[src/rtl/ceas_pkg.sv]
// Shared types and limits for the clock/alarm core.
package ceas_pkg;

  typedef enum logic [1:0] {IDLE, RING, SNOOZE} state_t;

  localparam int MAX_ORE = 23;
  localparam int MAX_MIN = 59;
  localparam int MAX_SEC = 59;
  localparam int W_ORE   = 5;
  localparam int W_MIN   = 6;

  // 24h hour to 12h dial value: 0 -> 12, 13..23 -> 1..11.
  function automatic logic [3:0] to_ore12(input logic [W_ORE-1:0] h);
    if (h == '0)
      return 4'd12;
    else if (h > 5'd12)
      return 4'(h - 5'd12);
    else
      return h[3:0];
  endfunction

endpackage

[src/rtl/divizor_1hz.sv]
// Prescaler producing a one-cycle tick every TICK_DIV clocks; clr restarts the second.
module divizor_1hz #(
  parameter int TICK_DIV = 50000000
) (
  input  logic clock,
  input  logic reset,
  input  logic clr,
  output logic tick
);

  localparam int W = (TICK_DIV > 1) ? $clog2(TICK_DIV) : 1;
  localparam logic [W-1:0] LAST = W'(TICK_DIV - 1);

  logic [W-1:0] r_cnt;

  // NOTE: sequential state uses non-blocking assignments so every register samples pre-edge values.
  always_ff @(posedge clock) begin
    if (reset || clr)
      r_cnt <= '0;
    else if (r_cnt == LAST)
      r_cnt <= '0;
    else
      r_cnt <= r_cnt + W'(1);
  end

  assign tick = (r_cnt == LAST);

endmodule

[src/rtl/ceas_alarma_core.sv]
// Running hh:mm:ss clock, alarm registers and ring/snooze FSM.
// Optional 12-hour outputs (ore12, pm) built when CEAS_FORMAT12_EN is defined.
module ceas_alarma_core
  import ceas_pkg::*;
#(
  parameter int TICK_DIV   = 50000000,
  parameter int RING_SEC   = 60,
  parameter int SNOOZE_MIN = 5
) (
  input  logic             clock,
  input  logic             reset,
  input  logic             load_timp,
  input  logic             load_alarma,
  input  logic [W_ORE-1:0] ore_in,
  input  logic [W_MIN-1:0] minute_in,
  input  logic             alarm_en,
  input  logic             btn_snooze,
  input  logic             btn_off,
  output logic [W_ORE-1:0] ore,
  output logic [W_MIN-1:0] minute,
  output logic [W_MIN-1:0] secunde,
  output logic [W_ORE-1:0] ora_alarma,
  output logic [W_MIN-1:0] minut_alarma,
  output logic             suna,
  output logic             amanat,
  output logic             tick_1hz
`ifdef CEAS_FORMAT12_EN
  ,
  output logic [3:0]       ore12,
  output logic             pm
`endif
);

  localparam int SNOOZE_TICKS = SNOOZE_MIN * 60;
  localparam int W_RING = $clog2(RING_SEC + 1);
  localparam int W_SNZ  = $clog2(SNOOZE_TICKS + 1);
  localparam logic [W_RING-1:0] RING_LAST = W_RING'(RING_SEC - 1);
  localparam logic [W_SNZ-1:0]  SNZ_LOAD  = W_SNZ'(SNOOZE_TICKS);

  logic             w_tick, w_tick_eff, w_load_t, w_load_a, w_match;
  logic             w_snooze_edge, w_off_edge;
  logic [W_ORE-1:0] w_ore_n;
  logic [W_MIN-1:0] w_min_n, w_sec_n;

  state_t              r_state;
  logic [W_RING-1:0]   r_ring_cnt;
  logic [W_SNZ-1:0]    r_snooze_cnt;
  logic                r_tick_d, r_snooze_q, r_off_q;

  // Out-of-range values make the whole load a no-op, prescaler included.
  assign w_load_t = load_timp && (ore_in <= W_ORE'(MAX_ORE)) && (minute_in <= W_MIN'(MAX_MIN));
  assign w_load_a = load_alarma && (ore_in <= W_ORE'(MAX_ORE)) && (minute_in <= W_MIN'(MAX_MIN));

  divizor_1hz #(.TICK_DIV(TICK_DIV)) u_div (
    .clock (clock),
    .reset (reset),
    .clr   (w_load_t),
    .tick  (w_tick)
  );

  assign tick_1hz   = w_tick;
  assign w_tick_eff = w_tick && !w_load_t;

  // NOTE: every always_comb output gets a default first so no latch is inferred.
  always_comb begin
    w_ore_n = ore;
    w_min_n = minute;
    w_sec_n = secunde;
    if (w_load_t) begin
      w_ore_n = ore_in;
      w_min_n = minute_in;
      w_sec_n = '0;
    end else if (w_tick) begin
      if (secunde == W_MIN'(MAX_SEC)) begin
        w_sec_n = '0;
        if (minute == W_MIN'(MAX_MIN)) begin
          w_min_n = '0;
          w_ore_n = (ore == W_ORE'(MAX_ORE)) ? '0 : ore + W_ORE'(1);
        end else begin
          w_min_n = minute + W_MIN'(1);
        end
      end else begin
        w_sec_n = secunde + W_MIN'(1);
      end
    end
  end

  always_ff @(posedge clock) begin
    if (reset) begin
      ore      <= '0;
      minute   <= '0;
      secunde  <= '0;
      r_tick_d <= 1'b0;
`ifdef CEAS_FORMAT12_EN
      ore12    <= 4'd12;
      pm       <= 1'b0;
`endif
    end else begin
      ore      <= w_ore_n;
      minute   <= w_min_n;
      secunde  <= w_sec_n;
      r_tick_d <= w_tick_eff;
`ifdef CEAS_FORMAT12_EN
      ore12    <= to_ore12(w_ore_n);
      pm       <= (w_ore_n >= W_ORE'(12));
`else
      // 12-hour view not built.
`endif
    end
  end

  always_ff @(posedge clock) begin
    if (reset) begin
      ora_alarma   <= '0;
      minut_alarma <= '0;
    end else if (w_load_a) begin
      ora_alarma   <= ore_in;
      minut_alarma <= minute_in;
    end
  end

  assign w_match = r_tick_d && alarm_en && (secunde == '0) &&
                   (ore == ora_alarma) && (minute == minut_alarma);
  assign w_snooze_edge = btn_snooze && !r_snooze_q;
  assign w_off_edge    = btn_off && !r_off_q;

  always_ff @(posedge clock) begin
    if (reset) begin
      r_state      <= IDLE;
      r_ring_cnt   <= '0;
      r_snooze_cnt <= '0;
      r_snooze_q   <= 1'b0;
      r_off_q      <= 1'b0;
      suna         <= 1'b0;
      amanat       <= 1'b0;
    end else begin
      r_snooze_q <= btn_snooze;
      r_off_q    <= btn_off;
      if (load_alarma || !alarm_en) begin
        r_state <= IDLE;
        suna    <= 1'b0;
        amanat  <= 1'b0;
      end else begin
        case (r_state)
          IDLE: if (w_match) begin
            r_state    <= RING;
            r_ring_cnt <= '0;
            suna       <= 1'b1;
          end
          RING: if (w_off_edge) begin
            r_state <= IDLE;
            suna    <= 1'b0;
          end else if (w_snooze_edge) begin
            r_state      <= SNOOZE;
            r_snooze_cnt <= SNZ_LOAD;
            suna         <= 1'b0;
            amanat       <= 1'b1;
          end else if (w_tick_eff) begin
            if (r_ring_cnt == RING_LAST) begin
              r_state <= IDLE;
              suna    <= 1'b0;
            end else begin
              r_ring_cnt <= r_ring_cnt + W_RING'(1);
            end
          end
          SNOOZE: if (w_off_edge) begin
            r_state <= IDLE;
            amanat  <= 1'b0;
          end else if (w_tick_eff) begin
            if (r_snooze_cnt == W_SNZ'(1)) begin
              r_state    <= RING;
              r_ring_cnt <= '0;
              suna       <= 1'b1;
              amanat     <= 1'b0;
            end else begin
              r_snooze_cnt <= r_snooze_cnt - W_SNZ'(1);
            end
          end
          default: begin
            r_state <= IDLE;
            suna    <= 1'b0;
            amanat  <= 1'b0;
          end
        endcase
      end
    end
  end

endmodule

[config.mk]
export PLATFORM = sky130hd
export DESIGN_NAME = ceas_alarma_core
export DESIGN_NICKNAME = d
export VERILOG_FILES = /design/src/rtl/ceas_pkg.sv /design/src/rtl/divizor_1hz.sv /design/src/rtl/ceas_alarma_core.sv
export SDC_FILE = /design/constraint.sdc
export NUM_CORES = 1
export LEC_CHECK = 0
export ABC_CLOCK_PERIOD_IN_PS = 5510
export BUFFER_PORTS_ARGS = -buffer_cell sky130_fd_sc_hd__clkbuf_2
export CAP_MARGIN = 5
export CORE_MARGIN = 1.5
export CORE_UTILIZATION = 55
export CTS_CLUSTER_DIAMETER = 50
export CTS_CLUSTER_SIZE = 8
export DETAILED_ROUTE_END_ITERATION = 16
export PLACE_DENSITY = 0.76
export SLEW_MARGIN = 20
export SYNTH_ARGS = -nofsm -noshare
export SYNTH_HDL_FRONTEND = slang
export SYNTH_HIERARCHICAL = 1
export SYNTH_SLANG_ARGS = --single-unit
[constraint.sdc]
create_clock -name clock -period 5.51 [get_ports clock]
set_input_delay 0.8265 -clock clock [delete_from_list [all_inputs] [get_ports clock]]
set_output_delay 0.8265 -clock clock [all_outputs]
set_load 0.02 [all_outputs]
* Word level (Yosys, flattened, before mapping)
Index checks and enable logic that the tools add are counted.
Storage, ports and cells: flip-flop bits (word level) 76, bits of input ports 18, output and inout port bits 31, logic and storage cells 131
Operators by class: add/sub/neg operators 6, order comparisons 2, equal/unequal tests 24, multiplexer cells 49, bitwise gates (word level) 2, reduce and logical (&&, ||, !) cells 34
Operators with widths (count):
- 2-to-1 mux 6 bit | 13
- 2-to-1 mux 9 bit | 5
- adder 26 x 1 -> 26 bit, second input constant | 1
- equality test 26 bit, second input constant | 1
- 2-to-1 mux 5 bit | 5
- inequality test 2 bit, second input constant | 10
- adder 6 x 1 -> 6 bit, second input constant | 3
- equality test 6 bit, second input constant | 3
- one-hot mux 6 bit (3 select lines) | 1
- one-hot mux 9 bit (2 select lines) | 1
- 2-to-1 mux 2 bit | 8
- 2-to-1 mux 1 bit | 13
- logical AND 1 bit | 11
- AND reduction 10 bit | 1
- AND reduction 5 bit | 2
- equality test 9 x 1 -> 1 bit, second input constant | 1
- subtractor 9 x 1 -> 9 bit, second input constant | 1
- inequality test 4 bit, second input constant | 2
- nonzero test 2 bit | 4
- AND reduction 7 bit | 1
- equality test 6 bit | 1
- less-or-equal comparator 6 bit, second input constant | 1
- logical NOT 6 bit | 1
- inequality test 3 bit, second input constant | 2
- other kinds (17) | 25

* Longest topological paths before layout
depth after elaboration 9, gate-level depth with buffers 12, gate-level depth less buffers 9

* Modules after synthesis
The synthesis kept the hierarchy.
By module, submodules not included:
- ceas_alarma_core | times used 1, cells each 319, area each 2695.1 µm², seq. area each 1001.0 µm²
- divizor_1hz | times used 1, cells each 143, area each 1249.9 µm², seq. area each 520.5 µm²

* Worst setup path after synthesis
Ideal clock, no wire load.
path kind register -> register, start point reg u_div.r_cnt[0], end point reg minute[3], setup time 0.091 ns, arrival 3.676 ns, data required time 5.419 ns, slack 1.743 ns, stages on the path, launching flop included 12, path buffers 3, clock period less this slack 3.767 ns, cells stage by stage dfxtp_1 -> ha_1 -> nand3_2 -> or4_1 -> buf_6 -> nor4_1 -> buf_2 -> nand2_1 -> or4_1 -> clkbuf_1 -> or3_1 -> a311oi_1
Between the ends: word-level cells in the longest chain between the ends 3
Ends and longest elaborated chain:
- from (decl) | line divizor_1hz.sv:14 | logic [W-1:0] r_cnt;
- from (signal assigned) | line divizor_1hz.sv:23 | r_cnt <= r_cnt + W'(1);
- equality test 26 bit | line divizor_1hz.sv:26 | assign tick = (r_cnt == LAST);
- via tick_1hz | line ceas_alarma_core.sv:26 | output logic tick_1hz
- nonzero test 2 bit (no source line)
- AND reduction 2 bit (no source line)
- to (signal assigned) | line ceas_alarma_core.sv:100 | minute <= w_min_n;
- to (decl) | line ceas_alarma_core.sv:20 | output logic [W_MIN-1:0] minute,
The timed path passes the listed nets, and every way through them passes these cells. A chain may end at the register's enable or synchronous reset.

* Worst setup path in the final report
start point reg u_div.r_cnt[0], end point reg r_snooze_cnt[3]
Between the ends: word-level cells in the longest chain between the ends 4
Ends and longest elaborated chain:
- equality test 26 bit | line divizor_1hz.sv:26
- logical AND 1 bit | line ceas_alarma_core.sv:62 | assign w_tick_eff = w_tick && !w_load_t;
- inequality test 2 bit (no source line)
- AND reduction 7 bit (no source line)
- to (signal assigned) | line ceas_alarma_core.sv:176 | r_snooze_cnt <= r_snooze_cnt - W_SNZ'(1);
- to (decl) | line ceas_alarma_core.sv:47 | logic [W_SNZ-1:0] r_snooze_cnt;
No other way between the ends.

==> impl_metrics.tcl <==
set metrics [dict create \
    synth_top_cell_by_area "dfxtp_1" \
    drive_above_1_share 0.167 \
    ir_drop_uv 185 \
    cpPeakStageDelay_ns 0.84 \
    dieArea_um2 7690 \
    total_power_mw 1.16 \
    rows 30 \
    required_ns 5.78 \
    syn_inst 462 \
    start_util 0.574 \
    cts_buffer_depth 2 \
    synth_top_cells_by_count "dfxtp_1, nor2_1, nand2_1" \
    rsz0062_at_grt "no" \
    endpoint_kind "register" \
    setup.worst_path.class "register to register" \
    drt-vias-per-instance 5.87 \
    die_y_um 87.7 \
    gp_congestion 0.853 \
    ys_seq_elements 76 \
    p_leak_nw 1.65 \
    syn_avg_cell_area_um2 8.54 \
    cp_common_cell "or4_1" \
    num_io_pins 49 \
    numPortBuffers 48 \
    dp.cells 588 \
    fin_crit_sh 0.719 \
    cts_resized 0 \
    timing.slew.headroom 0.414 \
    place_area_um2 4220 \
    grt_max_degree 42 \
    drc 0 \
    cp_max_fo 14 \
    ys_top_cells_by_area "dfxtp_1, nor2_1, xor2_1" \
    max_freq_mhz 252 \
    tritoncts "built" \
    htreeDepth 3 \
    crit_slowest_cell "nor4_2" \
    ys_async_sr_fraction 0 \
    cp.arrival_ns 4.23 \
    area_growth_pct 12.7 \
    first_pass_iters 4 \
    clkSinkCount 76 \
    status "complete, no violations" \
    synthMostInstantiatedCell "dfxtp_1" \
    tns_ns 0 \
    synth_top_area_frac 0.386 \
    hold_viol 0 \
    setup_viol 0 \
    wl_per_cell_um 15.0 \
    cts_setup_buffers 0 \
    syn_nets 488 \
    numCtsBuffers 9 \
    hold_buffers 0 \
    hold_path.class "register to register" \
    core_area_um2 6870 \
    ys_seq_area_frac 0.386 \
    yosys_warnings 6 \
    grt_usage 0.248 \
    grt.overflow.total 0 \
    grt_pass1_wl_mm 15.0 \
    timing.hold.ws_ns 0.463 \
    path_clk_slew_ns 0.08 \
    clk_latency_ns 0.36 \
    antenna_found_initial 0 \
    drtIter0Drc 183 \
    post-dp-hpwl_mm 6.50 \
    synth_ff_type "dfxtp_1" \
    drv_slew 0 \
    crit_chain "ha_1 > nand3_2 > or4_1 > nor4_2 > o21ai_0 > buf_4 > o31a_1 > or4_1 > a31oi_1" \
    synth_area_um2 3950 \
    drtAntennaViolNets 0 \
    worst-slew-pin-transition_ns 0.872 \
    die_w_um 87.7 \
    routed_wl_mm 9.04 \
    num-nets-final 529 \
    drv_cap 0 \
    layout_min_cycle_time_ns 3.96 \
    fin_worst_skew_ns 0.0117 \
    synth_edf_count 0 \
    root_buffer "clkbuf_8" \
    final_cell_area_um2 4450 \
    grt_pass1_vias 3290 \
    startpoint_type "register" \
    synth.distinct_cells 61 \
    power_density_nw_per_um2 260 \
    diodes 0 \
    via_count 3546 \
    stdcell_count 604 \
]
cells by family after synthesis:
family | Yosys count | share of synthesized area
compound gates | 84 | 0.145
flops | 76 | 0.386
simple gates | 214 | 0.295
buf+inv | 33 | 0.0387
mux | 18 | 0.0460
fa+ha+maj | 8 | 0.0254
xor+xnor | 29 | 0.0644
state kept, by name, summed over array words and instances (netlist names), 2 cells and up:
name          flops
ore               5
r_snooze_cnt      9
ora_alarma        5
r_state           2
u_div/r_cnt      26
secunde           6
minut_alarma      6
r_ring_cnt        6
minute            6
routing by layer:
layer,global-route usage,routed length [um],share of wire
met1,0.311,4130,0.46
met2,0.401,4300,0.48
met3,0.0792,464,0.051
met4,0.0880,150,0.017
met5,0,0,0
cells in the final DEF (no fill, tap or decap), types with 3 or more instances in the layout:
cell        instances
nand3b_1            3
clkbuf_8            9
a21oi_1            20
o31ai_1             6
nor2_1             55
clkinvlp_4          3
nand2_1            33
a31oi_1             8
ha_1                8
mux2i_1            17
a211oi_1            8
xor2_1             20
nand2b_1            7
and4_1              3
inv_1              13
and3_1              3
o21ai_0            20
nand3_1            18
or3_1              15
or4_1               7
xnor2_1             9
nand4_1            12
clkbuf_2           48
nor2b_1             8
or3_2               3
a311oi_1            5
dfxtp_1            76
nor3_1             16
nor4_1             11
area by class of cell:
| type | count | area (um^2) |
|---|---|---|
| Clock buffer | 9 | 124 |
| Clock inverter | 7 | 100 |
| Fill cell | 631 | 2420 |
| Inverter | 13 | 48.8 |
| Multi-Input combinational cell | 353 | 2280 |
| Sequential cell | 76 | 1520 |
| Tap cell | 96 | 120 |
| Timing Repair Buffer | 50 | 255 |
power breakdown:
part / leakage (nW) / internal, mW / switching [mW] / total [mW]
registers: 0.617 / 0.562 / 0.0169 / 0.579
logic: 0.933 / 0.0368 / 0.0630 / 0.0998
clock network: 0.102 / 0.257 / 0.220 / 0.477
total: 1.65 / 0.856 / 0.300 / 1.16
metrics by stage:
step                 util  setup WS, ns
floorplan               -          1.74
global placement    0.614          1.43
detailed placement  0.615          1.62
CTS                 0.647          1.60
global route        0.647          1.24
finish              0.647          1.55
critical path, delay by kind of cell, from the launching register on:
family / cells / cell delay [ns]
flops: 1 / 0.37
simple gates: 4 / 2.24
buf+inv: 1 / 0.24
compound gates: 3 / 0.81
fa+ha+maj: 1 / 0.21
worst paths after layout:
path / end / slack, ns / cells past startpoint / startpoint
min reg2reg: u_div/r_cnt[0]$_SDFF_PP0_ / 0.46 / 1 / u_div/r_cnt[0]$_SDFF_PP0_
min: u_div/r_cnt[0]$_SDFF_PP0_ / 0.46 / 1 / u_div/r_cnt[0]$_SDFF_PP0_
max reg2reg: r_snooze_cnt[3]$_SDFFE_PP0P_ / 1.55 / 9 / u_div/r_cnt[0]$_SDFF_PP0_
max: r_snooze_cnt[3]$_SDFFE_PP0P_ / 1.55 / 9 / u_div/r_cnt[0]$_SDFF_PP0_
(Power assumes the default switching activity.)
